<file path="config.mk">
export PLATFORM = sky130hd
export DESIGN_NAME = act_seq_ctrl
export DESIGN_NICKNAME = d
export VERILOG_FILES = /design/src/rtl/tpu_pkg.sv /design/src/rtl/act_seq_fifo.sv /design/src/rtl/act_seq_ctrl.sv
export SDC_FILE = /design/constraint.sdc
export NUM_CORES = 1
export LEC_CHECK = 0
export CAP_MARGIN = 20
export CORE_MARGIN = 4
export CORE_UTILIZATION = 51
export CTS_CLUSTER_DIAMETER = 40
export DETAILED_ROUTE_END_ITERATION = 8
export PLACE_DENSITY = 0.75
export SKIP_LAST_GASP = 1
export SLEW_MARGIN = 20
export SYNTH_ARGS = -nofsm -noshare
export SYNTH_HDL_FRONTEND = slang
export SYNTH_HIERARCHICAL = 1
export SYNTH_SLANG_ARGS = --single-unit
</file>
<file path="constraint.sdc">
create_clock -name clk -period 3.3 [get_ports clk]
set_input_delay 0.495 -clock clk [delete_from_list [all_inputs] [get_ports clk]]
set_output_delay 0.495 -clock clk [all_outputs]
set_load 0.1 [all_outputs]
</file>
<file path="src/rtl/tpu_pkg.sv">
// Shared types and constants for the activation-stage sequencer.
package tpu_pkg;

  localparam int ACC_DATA_W         = 32;
  localparam int DEFAULT_FIFO_DEPTH = 4;

  typedef enum logic [1:0] {
    IDLE  = 2'd0,
    RUN   = 2'd1,
    DRAIN = 2'd2,
    DONE  = 2'd3
  } act_seq_state_t;

endpackage

</file>
<file path="src/rtl/act_seq_fifo.sv">
// Synchronous FIFO with a registered show-ahead head word and registered occupancy count.
module act_seq_fifo #(
  parameter int WIDTH = 32,
  parameter int DEPTH = 4
) (
  input  logic                       clk,
  input  logic                       rst_n,
  input  logic                       push,
  input  logic [WIDTH-1:0]           din,
  input  logic                       pop,
  output logic [WIDTH-1:0]           dout,
  output logic                       not_empty,
  output logic [$clog2(DEPTH):0]     count
);

  localparam int AW = $clog2(DEPTH);
  localparam int CW = AW + 1;

  logic [WIDTH-1:0] mem [DEPTH];
  logic [AW-1:0]    wr_ptr, rd_ptr, rd_ptr_nxt;
  logic [CW-1:0]    count_q, count_after_pop;
  logic             pop_ok;

  assign pop_ok          = pop && (count_q != '0);
  assign rd_ptr_nxt      = rd_ptr + AW'(pop_ok);
  assign count_after_pop = count_q - CW'(pop_ok);
  assign count           = count_q;
  assign not_empty       = (count_q != '0);

  always_ff @(posedge clk) begin
    if (push) mem[wr_ptr] <= din;
  end

  // Head register: bypass the incoming word when the FIFO would otherwise be empty.
  always_ff @(posedge clk or negedge rst_n) begin
    if (!rst_n) begin
      wr_ptr  <= '0;
      rd_ptr  <= '0;
      count_q <= '0;
      dout    <= '0;
    end else begin
      if (push) wr_ptr <= wr_ptr + AW'(1);
      rd_ptr  <= rd_ptr_nxt;
      count_q <= count_after_pop + CW'(push);
      if (count_after_pop == '0) begin
        if (push) dout <= din;
      end else begin
        dout <= mem[rd_ptr_nxt];
      end
    end
  end

endmodule

</file>
<file path="src/rtl/act_seq_ctrl.sv">
// Activation-stage sequencer: accumulator reads -> activation unit -> output FIFO -> unified buffer.
// Optional ACT_SEQ_STATS_EN adds relu_zero_cnt (ReLU inputs that clamp to zero).
module act_seq_ctrl
  import tpu_pkg::*;
#(
  parameter int ADDR_W     = 8,
  parameter int LEN_W      = 8,
  parameter int FIFO_DEPTH = DEFAULT_FIFO_DEPTH
) (
  input  logic                  clk,
  input  logic                  rst_n,
  input  logic                  cmd_valid,
  output logic                  cmd_ready,
  input  logic [ADDR_W-1:0]     cmd_src_addr,
  input  logic [ADDR_W-1:0]     cmd_dst_addr,
  input  logic [LEN_W-1:0]      cmd_len,
  input  logic                  cmd_passthrough,
  output logic                  acc_rd_en,
  output logic [ADDR_W-1:0]     acc_rd_addr,
  input  logic [ACC_DATA_W-1:0] acc_rd_data,
  output logic                  act_valid_in,
  output logic [ACC_DATA_W-1:0] act_data_in,
  output logic                  act_passthrough,
  input  logic                  act_valid_out,
  input  logic [ACC_DATA_W-1:0] act_data_out,
  output logic                  ub_wr_en,
  input  logic                  ub_wr_ready,
  output logic [ADDR_W-1:0]     ub_wr_addr,
  output logic [ACC_DATA_W-1:0] ub_wr_data,
  output logic                  busy,
  output logic                  done
`ifdef ACT_SEQ_STATS_EN
  ,
  output logic [15:0]           relu_zero_cnt
`endif
);

  localparam int CNT_W = $clog2(FIFO_DEPTH) + 1;

  act_seq_state_t    state, state_nxt;
  logic [ADDR_W-1:0] src_q, dst_q;
  logic [LEN_W-1:0]  len_q, rd_cnt, wr_cnt, wr_cnt_nxt;
  logic [1:0]        inflight;
  logic [CNT_W-1:0]  fifo_count;
  logic              vld_p1, pass_q;
  logic              accept, credit_ok, last_rd, wr_fire;

  // Credits cover words already in the FIFO plus reads still in the pipeline.
  assign credit_ok  = (int'(fifo_count) + int'(inflight)) < FIFO_DEPTH;
  assign accept     = (state == IDLE) && cmd_valid;
  assign last_rd    = acc_rd_en && (rd_cnt == len_q - LEN_W'(1));
  assign wr_fire    = ub_wr_en && ub_wr_ready;
  assign wr_cnt_nxt = wr_cnt + LEN_W'(wr_fire);

  always_ff @(posedge clk or negedge rst_n) begin
    if (!rst_n) state <= IDLE;
    else        state <= state_nxt;
  end

  always_comb begin
    state_nxt = state;
    cmd_ready = 1'b0;
    busy      = 1'b1;
    done      = 1'b0;
    acc_rd_en = 1'b0;
    case (state)
      IDLE: begin
        cmd_ready = 1'b1;
        busy      = 1'b0;
        if (cmd_valid) state_nxt = (cmd_len != '0) ? RUN : DONE;
      end
      RUN: begin
        acc_rd_en = (rd_cnt < len_q) && credit_ok;
        if (last_rd) state_nxt = DRAIN;
      end
      DRAIN: if (wr_cnt_nxt == len_q) state_nxt = DONE;
      DONE: begin
        done      = 1'b1;
        state_nxt = IDLE;
      end
      default: state_nxt = IDLE;
    endcase
  end

  always_ff @(posedge clk or negedge rst_n) begin
    if (!rst_n) begin
      src_q    <= '0;
      dst_q    <= '0;
      len_q    <= '0;
      pass_q   <= 1'b0;
      rd_cnt   <= '0;
      wr_cnt   <= '0;
      inflight <= '0;
      vld_p1   <= 1'b0;
    end else begin
      vld_p1   <= acc_rd_en;
      inflight <= inflight + 2'(acc_rd_en) - 2'(act_valid_out);
      if (accept) begin
        src_q  <= cmd_src_addr;
        dst_q  <= cmd_dst_addr;
        len_q  <= cmd_len;
        pass_q <= cmd_passthrough;
        rd_cnt <= '0;
        wr_cnt <= '0;
      end else begin
        rd_cnt <= rd_cnt + LEN_W'(acc_rd_en);
        wr_cnt <= wr_cnt_nxt;
      end
    end
  end

  assign acc_rd_addr     = src_q + ADDR_W'(rd_cnt);
  assign ub_wr_addr      = dst_q + ADDR_W'(wr_cnt);
  assign act_valid_in    = vld_p1;
  assign act_data_in     = acc_rd_data;
  assign act_passthrough = pass_q;

  act_seq_fifo #(
    .WIDTH (ACC_DATA_W),
    .DEPTH (FIFO_DEPTH)
  ) u_fifo (
    .clk       (clk),
    .rst_n     (rst_n),
    .push      (act_valid_out),
    .din       (act_data_out),
    .pop       (ub_wr_ready),
    .dout      (ub_wr_data),
    .not_empty (ub_wr_en),
    .count     (fifo_count)
  );

`ifdef ACT_SEQ_STATS_EN
  logic signed [ACC_DATA_W-1:0] act_in_s;
  assign act_in_s = acc_rd_data;

  always_ff @(posedge clk or negedge rst_n) begin
    if (!rst_n) begin
      relu_zero_cnt <= '0;
    end else if (accept) begin
      relu_zero_cnt <= '0;
    end else if (vld_p1 && !pass_q && (act_in_s <= 0) && (relu_zero_cnt != 16'hFFFF)) begin
      relu_zero_cnt <= relu_zero_cnt + 16'd1;
    end
  end
`endif

endmodule

</file>
# == Word level (Yosys, flattened, before mapping) ==
# Memory sizes are Yosys's and may differ from the RTL's.
# Index checks and enable logic that the tools add are counted.
# totals
ff_bits,85
ramBits,128
in_bits,94
output_inout_bits,87
word_cells,61
memories,1
# op_classes
n_addsub,12
magnitude_cmp,2
n_eq_ne,9
mux,15
n_reduce_logical,9
# mem_list
name,depth,width,rd,rd_ports_with_merged_regs,wr,line_no,text
u_fifo.mem,4,32,1,0,1,act_seq_fifo.sv:19,logic [WIDTH-1:0] mem [DEPTH];
# op_table
cell,n
2-to-1 mux 32 bit,2
adder 8 x 1 -> 8 bit,2
adder 8 bit,2
== test 8 bit,2
2-to-1 mux 8 bit,2
< comparator 8 bit,1
2-to-1 mux 2 bit,4
"inequality test 2 bit, second input constant",4
case mux 2 bit (4 select lines),1
nonzero test 8 bit,1
"subtractor 8 x 1 -> 8 bit, second input constant",1
2-to-1 mux 1 bit,6
adder 2 x 1 -> 2 bit,2
adder 3 x 2 -> 4 bit,1
"== test 2 bit, second input constant",2
logical AND 1 bit,4
"< comparator 4 x 3 -> 1 bit, second input constant",1
adder 3 x 1 -> 3 bit,1
zero test 3 bit,1
AND reduction 3 bit,1
nonzero test 3 bit,1
subtractor 3 x 1 -> 3 bit,1
"adder 2 x 1 -> 2 bit, second input constant",1
"== test 2 x 1 -> 1 bit, second input constant",1
2 further kinds,2

# == Logic depth before layout (Yosys ltp) ==
# Gate-level depths: netlist of run 1.
# logic_depth
word_depth,7
mapped_depth,11
depth_no_buf,11

# == Modules after synthesis ==
# The synthesis of run 1 kept the hierarchy.
# by_module_without_submodules
mod,instances,cells_each,area_each_um2,seq_area_each_um2
act_seq_fifo,1,373,6757.7,4819.6
act_seq_ctrl,1,374,3323.2,1151.1

# == Worst setup path before layout of run 1 ==
# Ideal clock, no wire load.
# synth_path
path_type,register to output
from,register rd_cnt[1]
to,output port acc_rd_addr[7]
arrival_time_ns,3.030
required_ns,2.805
path_slack_ns,-0.225
stages_incl_launch_ff,8
path_buffers,0
cell_sequence,dfrtp_1 -> ha_1 -> a21o_1 -> a21oi_1 -> o21bai_1 -> a21oi_1 -> o21ai_0 -> xnor2_1
# synth_via
elab_chain_len,1
# synth_lines
item,line_no,text
from (decl),act_seq_ctrl.sv:42,"logic [LEN_W-1:0] len_q, rd_cnt, wr_cnt, wr_cnt_nxt;"
from (signal assigned),act_seq_ctrl.sv:106,rd_cnt <= rd_cnt + LEN_W'(acc_rd_en);
adder 8 bit,act_seq_ctrl.sv:112,assign acc_rd_addr = src_q + ADDR_W'(rd_cnt);
to (decl),act_seq_ctrl.sv:19,"output logic [ADDR_W-1:0] acc_rd_addr,"
# No other way between the ends.

# == Worst setup path after layout of run 1 ==
# Same ends and word-level chain as after synthesis.

==> out/qor.yml, run 1 <==
cp-end-kind: "output port"
critPathArrivalTime_ns: 2.65
wl_um: 21760
crit_path_max_incr_delay_ns: 0.46
synth_area_leader_cell: "edfxtp_1"
synth_top_area_share_pct: 38.13
ys_top_cells_by_area: "edfxtp_1, dfrtp_1, ha_1"
synth_top_family_by_area: "multiplexers"
nets: 988
synth_compound_area_share_pct: 5.101
grt_overflow: 0
antenna_left: 0
relSlewSlack_pct: 32.92
clk_pin_slew_worst_paths_ns: 0.05
synth_cell_types: 56
r2r_cells: 10
vias: 6217
gp_congestion: 0.9125
min_path_cells: 2
period_share_pct: 95.40
synth_fa_ha_area_share_pct: 5.734
synthFlopType: "edfxtp_1"
drc_errors: 0
grt_setup_unrepaired: "no"
fin_worst_skew_ns: 0.01030
coreArea_mm2: 0.01946
crit_path_start_kind: "register"
ys_ff_latch: 213
rows: 51
grtUsageMet3_pct: 4.266
syn-cell-area_mm2: 0.01008
layout_common_cells: "edfxtp_1, clkdlybuf4s50_1, dfrtp_1, nand2_1, nand3_1"
start_util_pct: 51.80
finalMaxSlewViolations: 0
dr.first_iter.drc_count: 310
async_reset_ff_share_pct: 39.91
cts_setup_buffers: 0
final_common_cell: "edfxtp_1"
crit_fanout: 6
grt_pass1_vias: 6640
hpwlAfterDp_um: 14170
via_per_inst: 5.463
synthMuxAreaShare_pct: 11.88
ctsRootBufferMaster: "clkbuf_16"
port_buffers: 116
met2_usage_pct: 34.28
worst_path_most_repeated_cell: "a21oi_1"
seq_area_frac_synth_pct: 59.23
ys.warnings.count: 6
synth_cells: 747
clk_latency_ns: 0.54
top_usage_layer: "met2"
synth_area_per_cell_um2: 13.50
max_freq_mhz: 317.6
ios: 181
slowest_stage: "dfrtp_1"
yosys.area_share.simple_pct: 8.328
cts_made_buffers: 30
fin_tns_setup_ns: 0
status: "finished clean"
hold_viol_final: 0
setup_viol: 0
antenna_found_initial: 0
syn_nets: 886
dr.pass1.iters: 5
antenna_cells: 0
synth_enable_flop_cells: 128
clock_sinks: 213
max-cap-violations: 0
tightest_slew_ns: 1.003
cts.path.max_buffers: 3
grt_max_degree: 48
die_area_mm2: 0.02208
crit_chain: "ha_1 > a21o_1 > a21oi_1 > o21bai_1 > a21oi_1 > o21ai_0 > xnor2_2 > buf_12"
drive_above_1_share_pct: 18.90
fp.dieH_um: 148.6
grtUsageTotal_pct: 19.69
min_period_ns: 3.148
h-tree-depth: 1
criticalPathCategory: "reg2out"
required_ns: 2.80
hp-class: "reg2reg"
cts_tree: "done"
gr-usage-met1_pct: 25.13
area_growth_pct: 23.56
die_x_um: 148.6
wl_per_cell_um: 19.12
grt_pass1_wl_um: 34810
synthXorXnorAreaFrac_pct: 4.145
[kinds of logic after synthesis]
logic type | after synthesis
XOR/XNOR | 46
AO/OA/AOI/OAI | 78
adder cells (fa/ha/maj) | 45
AND/OR/NAND/NOR | 173
multiplexers | 97
buffers and inverters | 95
flip-flops | 213
[repair_timing]
| action | 4_1_cts | 5_1_grt |
|---|---|---|
| resized for setup | 0 | 1 |
| setup endpoints to repair | 0 | 1 |
| hold buffers | 1 | 0 |
| hold endpoints to repair | 38 | 0 |
[cells in the mapped netlist (2+ instances only)]
cell type,count
a21o_1,4
a21oi_1,13
and2_1,11
and3_1,5
and3b_1,3
buf_1,2
buf_2,8
buf_4,32
buf_6,2
buf_8,4
clkbuf_1,13
dfrtp_1,85
edfxtp_1,128
fa_1,2
ha_1,43
inv_1,33
mux2_1,2
mux2_2,43
mux2i_1,39
mux4_1,2
mux4_2,11
nand2_1,68
nand2b_1,3
nand3_1,46
nand4_1,2
nor2_1,17
nor2b_1,3
nor3_1,3
nor4_1,3
o211ai_1,22
o21ai_0,23
o21bai_1,4
or3_1,2
xnor2_1,31
xor2_1,13
xor2_2,2
[area by class of cell]
cell class	count	area, µm²
Clock buffer	32	789.5
Clock inverter	24	311.5
Fill cell	1431	7007
Inverter	33	123.9
Multi-Input combinational cell	439	3625
Sequential cell	213	5971
Tap cell	265	331.6
Timing Repair Buffer	132	1304
[metal layers]
| metal | share of wire, % | vias to the layer above |
|---|---|---|
| li1 | - | 2882 |
| met1 | 40 | 3100 |
| met2 | 51 | 197 |
| met3 | 6.7 | 38 |
| met4 | 1.9 | 0 |
| met5 | 0 | - |
[path summary, 6_finish.rpt]
check | startpoint | end | slack, ns
max | rd_cnt[1]$_DFF_PN0_ | acc_rd_addr[7] | 0.15
min reg2reg | act_passthrough$_DFFE_PN0P_ | act_passthrough$_DFFE_PN0P_ | 0.48
min in group asynchronous | rst_n | dst_q[6]$_DFFE_PN0P_ | 0.50
min | act_passthrough$_DFFE_PN0P_ | act_passthrough$_DFFE_PN0P_ | 0.48
max reg2reg | u_fifo/count[1]$_DFF_PN0_ | state[1]$_DFFE_PN0P_ | 0.24
max in group asynchronous | rst_n | u_fifo/dout[10]$_DFFE_PN0P_ | 2.11
[worst max-delay path, delay by kind of cell, from the launching register on]
family | cells | cell delay [ns]
AOI/OAI and AO/OA | 5 | 0.93
xor gates and xnor gates | 1 | 0.22
adders and majority gates | 1 | 0.31
buffers and inverters | 1 | 0.20
DFF | 1 | 0.46
[through the flow]
stage | hold slack (ns) | area [µm²] | utilization (%) | std cells | worst slack [ns]
final | 0.4752 | 12460 | 64.00 | 1138 | 0.1516
after detailed placement | 0.4615 | 11340 | 58.27 | 1081 | 0.1443
after global routing | 0.4805 | 12460 | 64.00 | 1138 | 0.008364
after floorplan | 0.1994 | 10120 | - | 747 | 0.06700
after global placement | 0.4588 | 11340 | 58.27 | 1081 | 0.2253
after CTS | 0.4717 | 12450 | 63.98 | 1138 | 0.1047
[registers in the layout (all words and copies together) (netlist names)]
register	flops
act_passthrough	1
act_valid_in	1
dst_q	8
inflight	2
len_q	8
rd_cnt	8
src_q	8
state	2
u_fifo/count	3
u_fifo/dout	32
u_fifo/mem	128
u_fifo/rd_ptr	2
u_fifo/wr_ptr	2
wr_cnt	8
Power of run 1 is not shown: default switching activity piles up to over one toggle a cycle in this logic, so the estimate is an artifact.
==> run 2: changes to the inputs <==
--- a/config.mk
+++ b/config.mk
@@ -12,7 +12,7 @@
 export DETAILED_ROUTE_END_ITERATION = 8
 export PLACE_DENSITY = 0.75
 export SKIP_LAST_GASP = 1
-export SLEW_MARGIN = 20
+export SLEW_MARGIN = 10
 export SYNTH_ARGS = -nofsm -noshare
 export SYNTH_HDL_FRONTEND = slang
 export SYNTH_HIERARCHICAL = 1
==> results of run 2 <==
Same layout as run 1: the final DEF is identical, and so are final timing and power.
Power of run 2 is left out for the same reason.
